`config.mk`:
```
export PLATFORM = sky130hd
export DESIGN_NAME = keccak_iota_rc_lfsr
export DESIGN_NICKNAME = d
export VERILOG_FILES = /design/src/rtl/keccak_iota_rc_lfsr.sv
export SDC_FILE = /design/constraint.sdc
export NUM_CORES = 1
export LEC_CHECK = 0
export CAP_MARGIN = 5
export CELL_PAD_IN_SITES_DETAIL_PLACEMENT = 2
export CELL_PAD_IN_SITES_GLOBAL_PLACEMENT = 2
export CORE_MARGIN = 10
export CORE_UTILIZATION = 28
export DETAILED_ROUTE_END_ITERATION = 10
export GPL_ROUTABILITY_DRIVEN = 1
export PLACE_DENSITY_LB_ADDON = 0.1
export SLEW_MARGIN = 30
export SYNTH_ARGS = -nofsm -noshare
export SYNTH_HDL_FRONTEND = slang
export SYNTH_SLANG_ARGS = --single-unit
```
`constraint.sdc`:
```
create_clock -name clk -period 3.1 [get_ports clk]
set_clock_uncertainty 0.2 [all_clocks]
set_input_delay 0.93 -clock clk [delete_from_list [all_inputs] [get_ports clk]]
set_output_delay 0.93 -clock clk [all_outputs]
set_load 0.005 [all_outputs]
```
`src/rtl/keccak_iota_rc_lfsr.sv`:
```
// Keccak-p iota step engine.
// Round constants are produced on the fly by the 8-bit rc(t) LFSR instead of
// being read from a table. The engine XORs RC[ir] into lane (0,0) as lanes
// arrive from the chi stage, and registers the result for the round-state
// register. The LFSR seed is advanced at elaboration to the first round of a
// reduced-round permutation, so no runtime skipping is needed.

module keccak_iota_rc_lfsr #(
    parameter int LANE_W          = 64,
    parameter int NR              = 24,
    parameter int STEPS_PER_CYCLE = 7
) (
    input  logic              clk,
    input  logic              rst_n,
    input  logic              start_i,
    output logic              busy_o,
    input  logic              lane_valid_i,
    output logic              lane_ready_o,
    input  logic [LANE_W-1:0] lane_i,
    output logic              lane_valid_o,
    input  logic              lane_ready_i,
    output logic [LANE_W-1:0] lane_o,
    output logic [4:0]        round_o,
    output logic              last_o
);

    localparam int L        = $clog2(LANE_W);
    localparam int NR_MAX   = 12 + 2 * L;
    localparam int IR0      = NR_MAX - NR;
    localparam int IRL      = NR_MAX - 1;
    // Value of step_cnt during the final clock of GEN.
    localparam int GEN_LAST = 7 - STEPS_PER_CYCLE;

    if (LANE_W < 1 || LANE_W > 64 || (LANE_W & (LANE_W - 1)) != 0) begin : g_bad_lane_w
        $error("keccak_iota_rc_lfsr: LANE_W must be a power of two in 1..64");
    end
    if (NR < 1 || NR > NR_MAX) begin : g_bad_nr
        $error("keccak_iota_rc_lfsr: NR must be in 1..12+2L");
    end
    if (STEPS_PER_CYCLE != 1 && STEPS_PER_CYCLE != 7) begin : g_bad_steps
        $error("keccak_iota_rc_lfsr: STEPS_PER_CYCLE must be 1 or 7");
    end

    // One rc LFSR step: shift up, then fold the bit shifted out of R[7]
    // back into taps R[0], R[4], R[5], R[6]. The emitted bit is R[0]
    // before the step.
    function automatic logic [7:0] lfsr_step(input logic [7:0] r);
        logic [7:0] n;
        n = {r[6:0], 1'b0};
        n = n ^ {1'b0, r[7], r[7], r[7], 3'b000, r[7]};
        return n;
    endfunction

    // LFSR contents at the start of round ir0: the initial value 0x01
    // advanced seven steps per skipped round.
    function automatic logic [7:0] seed_calc(input int ir0);
        logic [7:0] r;
        r = 8'h01;
        for (int i = 0; i < 7 * ir0; i++) begin
            r = lfsr_step(r);
        end
        return r;
    endfunction

    localparam logic [7:0] SEED = seed_calc(IR0);

    typedef enum logic [1:0] {
        IDLE,
        GEN,
        ARMED
    } state_t;

    state_t      state;
    logic [7:0]  lfsr;
    logic [6:0]  rc_reg;
    logic [2:0]  step_cnt;
    logic [4:0]  ir;

    logic [7:0]  lfsr_nxt;
    logic [6:0]  rc_nxt;
    logic [2:0]  bit_idx;
    logic [63:0] rc_full;
    logic [LANE_W-1:0] rc_lane;
    logic        accept;

    // Advance the LFSR by STEPS_PER_CYCLE steps, capturing each emitted
    // bit into its slot j of the per-round constant bits.
    always_comb begin
        lfsr_nxt = lfsr;
        rc_nxt   = rc_reg;
        bit_idx  = '0;
        for (int k = 0; k < STEPS_PER_CYCLE; k++) begin
            bit_idx         = step_cnt + 3'(k);
            rc_nxt[bit_idx] = lfsr_nxt[0];
            lfsr_nxt        = lfsr_step(lfsr_nxt);
        end
    end

    // Scatter constant bit j to lane position 2^j-1; positions at or above
    // LANE_W fall away when the lane is truncated, discarding bits j > L.
    always_comb begin
        rc_full = '0;
        for (int j = 0; j < 7; j++) begin
            rc_full[(1 << j) - 1] = rc_reg[j];
        end
    end

    assign rc_lane      = rc_full[LANE_W-1:0];
    assign busy_o       = (state != IDLE);
    assign lane_ready_o = (state == ARMED) && (!lane_valid_o || lane_ready_i);
    assign accept       = lane_ready_o && lane_valid_i;

    // Round sequencer plus the output register; the output register can
    // drain and reload on the same edge.
    always_ff @(posedge clk or negedge rst_n) begin
        if (!rst_n) begin
            state        <= IDLE;
            lfsr         <= SEED;
            rc_reg       <= '0;
            step_cnt     <= '0;
            ir           <= '0;
            lane_o       <= '0;
            lane_valid_o <= 1'b0;
            round_o      <= '0;
            last_o       <= 1'b0;
        end else begin
            case (state)
                IDLE: begin
                    if (start_i) begin
                        lfsr     <= SEED;
                        ir       <= 5'(IR0);
                        step_cnt <= '0;
                        state    <= GEN;
                    end
                end
                GEN: begin
                    lfsr   <= lfsr_nxt;
                    rc_reg <= rc_nxt;
                    if (step_cnt == 3'(GEN_LAST)) begin
                        step_cnt <= '0;
                        state    <= ARMED;
                    end else begin
                        step_cnt <= step_cnt + 3'(STEPS_PER_CYCLE);
                    end
                end
                ARMED: begin
                    if (accept) begin
                        if (ir == 5'(IRL)) begin
                            state <= IDLE;
                        end else begin
                            ir    <= ir + 5'd1;
                            state <= GEN;
                        end
                    end
                end
                default: state <= IDLE;
            endcase

            if (accept) begin
                lane_o       <= lane_i ^ rc_lane;
                lane_valid_o <= 1'b1;
                round_o      <= ir;
                last_o       <= (ir == 5'(IRL));
            end else if (lane_ready_i) begin
                lane_valid_o <= 1'b0;
            end
        end
    end

endmodule
```
==> results.md <==
- Vias: 4265
- First-pass GRT wire length: 26900 um
- Largest net degree at the start of global routing: 63
- Largest family of logic cells by synthesized area: simple AND/OR/NAND/NOR gates
- Fraction of layout cells with a size suffix above 1: 8.01%
- I/O pin cnt: 142
- Gpl congestion: 0.846
- Synth Area in Simple Gates: 23.2%
- Mux contribution to synthesized area: 3.39%
- Footprint of the multi-input gates: 2150 um2
- # nets final: 742
- Number of global-route vias before repair: 4739
- CTS max path bufs: 2
- Met3 Use GR: 3.84%
- # port buffers: 141
- # DRC: 0
- PD cells: 1010 nW/um2
- Worst path buffer plus inverter count: 2
- #FFs+latches synth: 96
- WP data arrival: 1.89 ns
- Die height: 150 um
- Unique masters post-synth: 58
- Dpl hpwl: 12900 um
- Top_reg_cell synth: dfrtp_1
- Final worst-path cycle share: 97.3%
- Crit path required time: 1.97 ns
- Clock sinks: 96
- Final Hold Fails: 0
- Crit. End Element: output port
- Postcts setup bufs: 0
- Grt total ovfl: 0
- Syn Inst Count: 533
- Antenna violations before repair: 1
- Worst skew pair latency: 0.36 ns
- HP Class: reg2reg
- Largest register FFs: 64
- Top cell type by total area after synthesis: dfrtp_1
- Die span in x: 150 um
- Crit-path max cell delay: 0.39 ns
- Worst Setup Start Kind: primary input
- Register area: 2400 um2
- Worst-path cell chain: clkdlybuf4s50_1 -> nand2b_1 -> and2_1 -> dlygate4sd2_1
- Post-Synth XOR/XNOR Area: 6.60%
- Least-Margin Pin Slew: 0.812 ns
- DR pass1 iterations: 4
- Syn Nets: 606
- Area share of the largest cell type after synthesis: 49.9%
- Routed vias/inst: 4.77
- Synth-to-Final Area Change: 41.7%
- CTS H-tree depth: 3
- Met2 GRT Util: 26.3%
- Post-DRT Antenna Nets: 0
- Final-report setup violation count: 0
- Minimum clock period after layout: 3.02 ns
- Worst-path maximum fanout: 2
- Slowest-stage cell, CP: clkdlybuf4s50_1
- Max_cap viols: 0
- Met1 usage: 18.0%
- Status: complete, no violations
- Critical path's top delay family: buffers and inverters
- Post-synthesis average cell area: 8.93 um2
- Iteration-0 DRC Markers: 167
- Fin util: 40.5%
- Row count: 47
- Total GRT Usage: 15.3%
- Ys async rst share: 100%
- Part of the Yosys area used for sequential elements: 50.5%
- CTS tree: built
- Die area: 22600 um2
- Adder-cell share of the synthesized area: 1.05%
- Slew Limit Headroom: 45.7%
- Synth top area cells: dfrtp_1, nand2_1, xnor2_1
- Upper clock frequency limit: 0.332 GHz
- Placed cell areas: 6440 um2
- Peak supply drop: 0.346 mV
- WL final: 17300 um
- Core area: 16600 um2
- Yosys Warn Count: 0
- Root Driver: clkbuf_16
- Post-Syn Area: 4760 um2
- DR WL/cell: 19.3 um
- Clock slew at reported path FFs: 0.07 ns
- RSZ-0062 raised after global routing: no
- LEAKAGE: 3.04 nW
- Non-Filler Cell Area, Final: 6750 um2
- Worst setup path category: in2out
- Slew Limit Fails: 0
- Synth Area in Compound Gates: 10.9%
- Post-synth EDFFs: 0
- GR peak layer: met2
- Number of fill cells: 1814
- Number of buffers created by CTS: 9
- Initial Util: 28.6%
report_power, final:
part	internal, mW	switching [mW]	leakage [nW]
Sequential	1.78	0.402	1.22
Combinational	1.73	1.76	1.68
Clock	0.587	0.560	0.144
through the flow:
step	TNS, ns	std cells	hold WS, ns	setup slack, ns	power [mW]
floorplan	0	533	0.268	0.725	3.99
global placement	-0.181	878	0.256	-0.181	5.59
detailed placement	-0.186	878	0.264	-0.186	5.75
CTS	0	894	0.284	0.0752	6.94
global route	0	895	0.303	0.0417	7.39
finish	0	895	0.277	0.0841	6.82
cell families (layout without fill, tap and decap cells):
kind of cell	after synthesis	in the layout
xor gates and xnor gates	31	31
other	0	1
buffers and inverters	42	183
and+or+nand+nor	268	268
DFF	96	96
AOI/OAI and AO/OA	77	77
muxes	15	15
adders and majority gates	4	4
layout by cell type (no fill, tap or decap), drive strengths merged, types with 9 or more instances in the layout:
cell and count:
dfrtp 95, nand2b 10, xnor2 22, inv 10, clkbuf 10, a21oi 9, buf 20, clkdlybuf4s50 139
o21ai 30, nand2 202, nor2 26, mux2 9
cell type report:
type                       instances  share of cell area [%]
sequential                        96                    35.6
clock buffer                      10                    3.54
multi-input combinational        395                    31.9
timing repair buffer             160                    23.5
antenna                            1                  0.0371
tap                              220                    4.08
clock inverter                     6                   0.909
inverter                           7                   0.389
worst register-to-register path: stages (launching register included):
cell     delay [ns]
dfrtp_1        0.47
inv_1          0.20
ha_1           0.37
mux2i_1        0.42
mux2_2         0.38
o21ai_0        0.35
mux2i_1        0.23
a21oi_1        0.05
cell usage after synthesis, drive strengths merged (2+ instances only):
cell,number
a211oi,2
a21oi,9
a221oi,4
a22oi,2
a31oi,2
a41oi,2
and3,3
buf,25
clkbuf,10
dfrtp,95
ha,4
inv,7
mux2,9
mux2i,6
nand2,202
nand2b,10
nand3,5
nor2,26
nor2b,5
nor3,8
o21ai,30
o22ai,2
o311ai,2
o31ai,5
o32ai,3
o41ai,2
xnor2,22
xor2,7
xor3,2
layer usage:
metal  wire length, um  part of all wire (%)
met5                 0                     0
met4               401                   2.3
met3              1090                   6.3
met2              8640                    50
met1              7180                    41
what timing repair did:
action / in CTS / in global routing
hold buffers: 0 / 0
resized for setup: 1 / 0
endpoints found under the setup margin: 1 / 0
worst paths after layout:
check,depth (start not counted),slack (ns),from,to
worst max-delay path,4,0.08,lane_ready_i,lane_ready_o
worst min-delay path,2,0.28,lane_o[29],lane_o[29]
worst max register to register,7,0.32,step_cnt[0],rc_reg[0]
worst min register to register,2,0.28,lane_o[29],lane_o[29]
max in group asynchronous,2,1.73,rst_n,lfsr[0]
min in group asynchronous,1,0.30,rst_n,rc_reg[2]
Note: power is estimated with default switching activity, not from simulation.
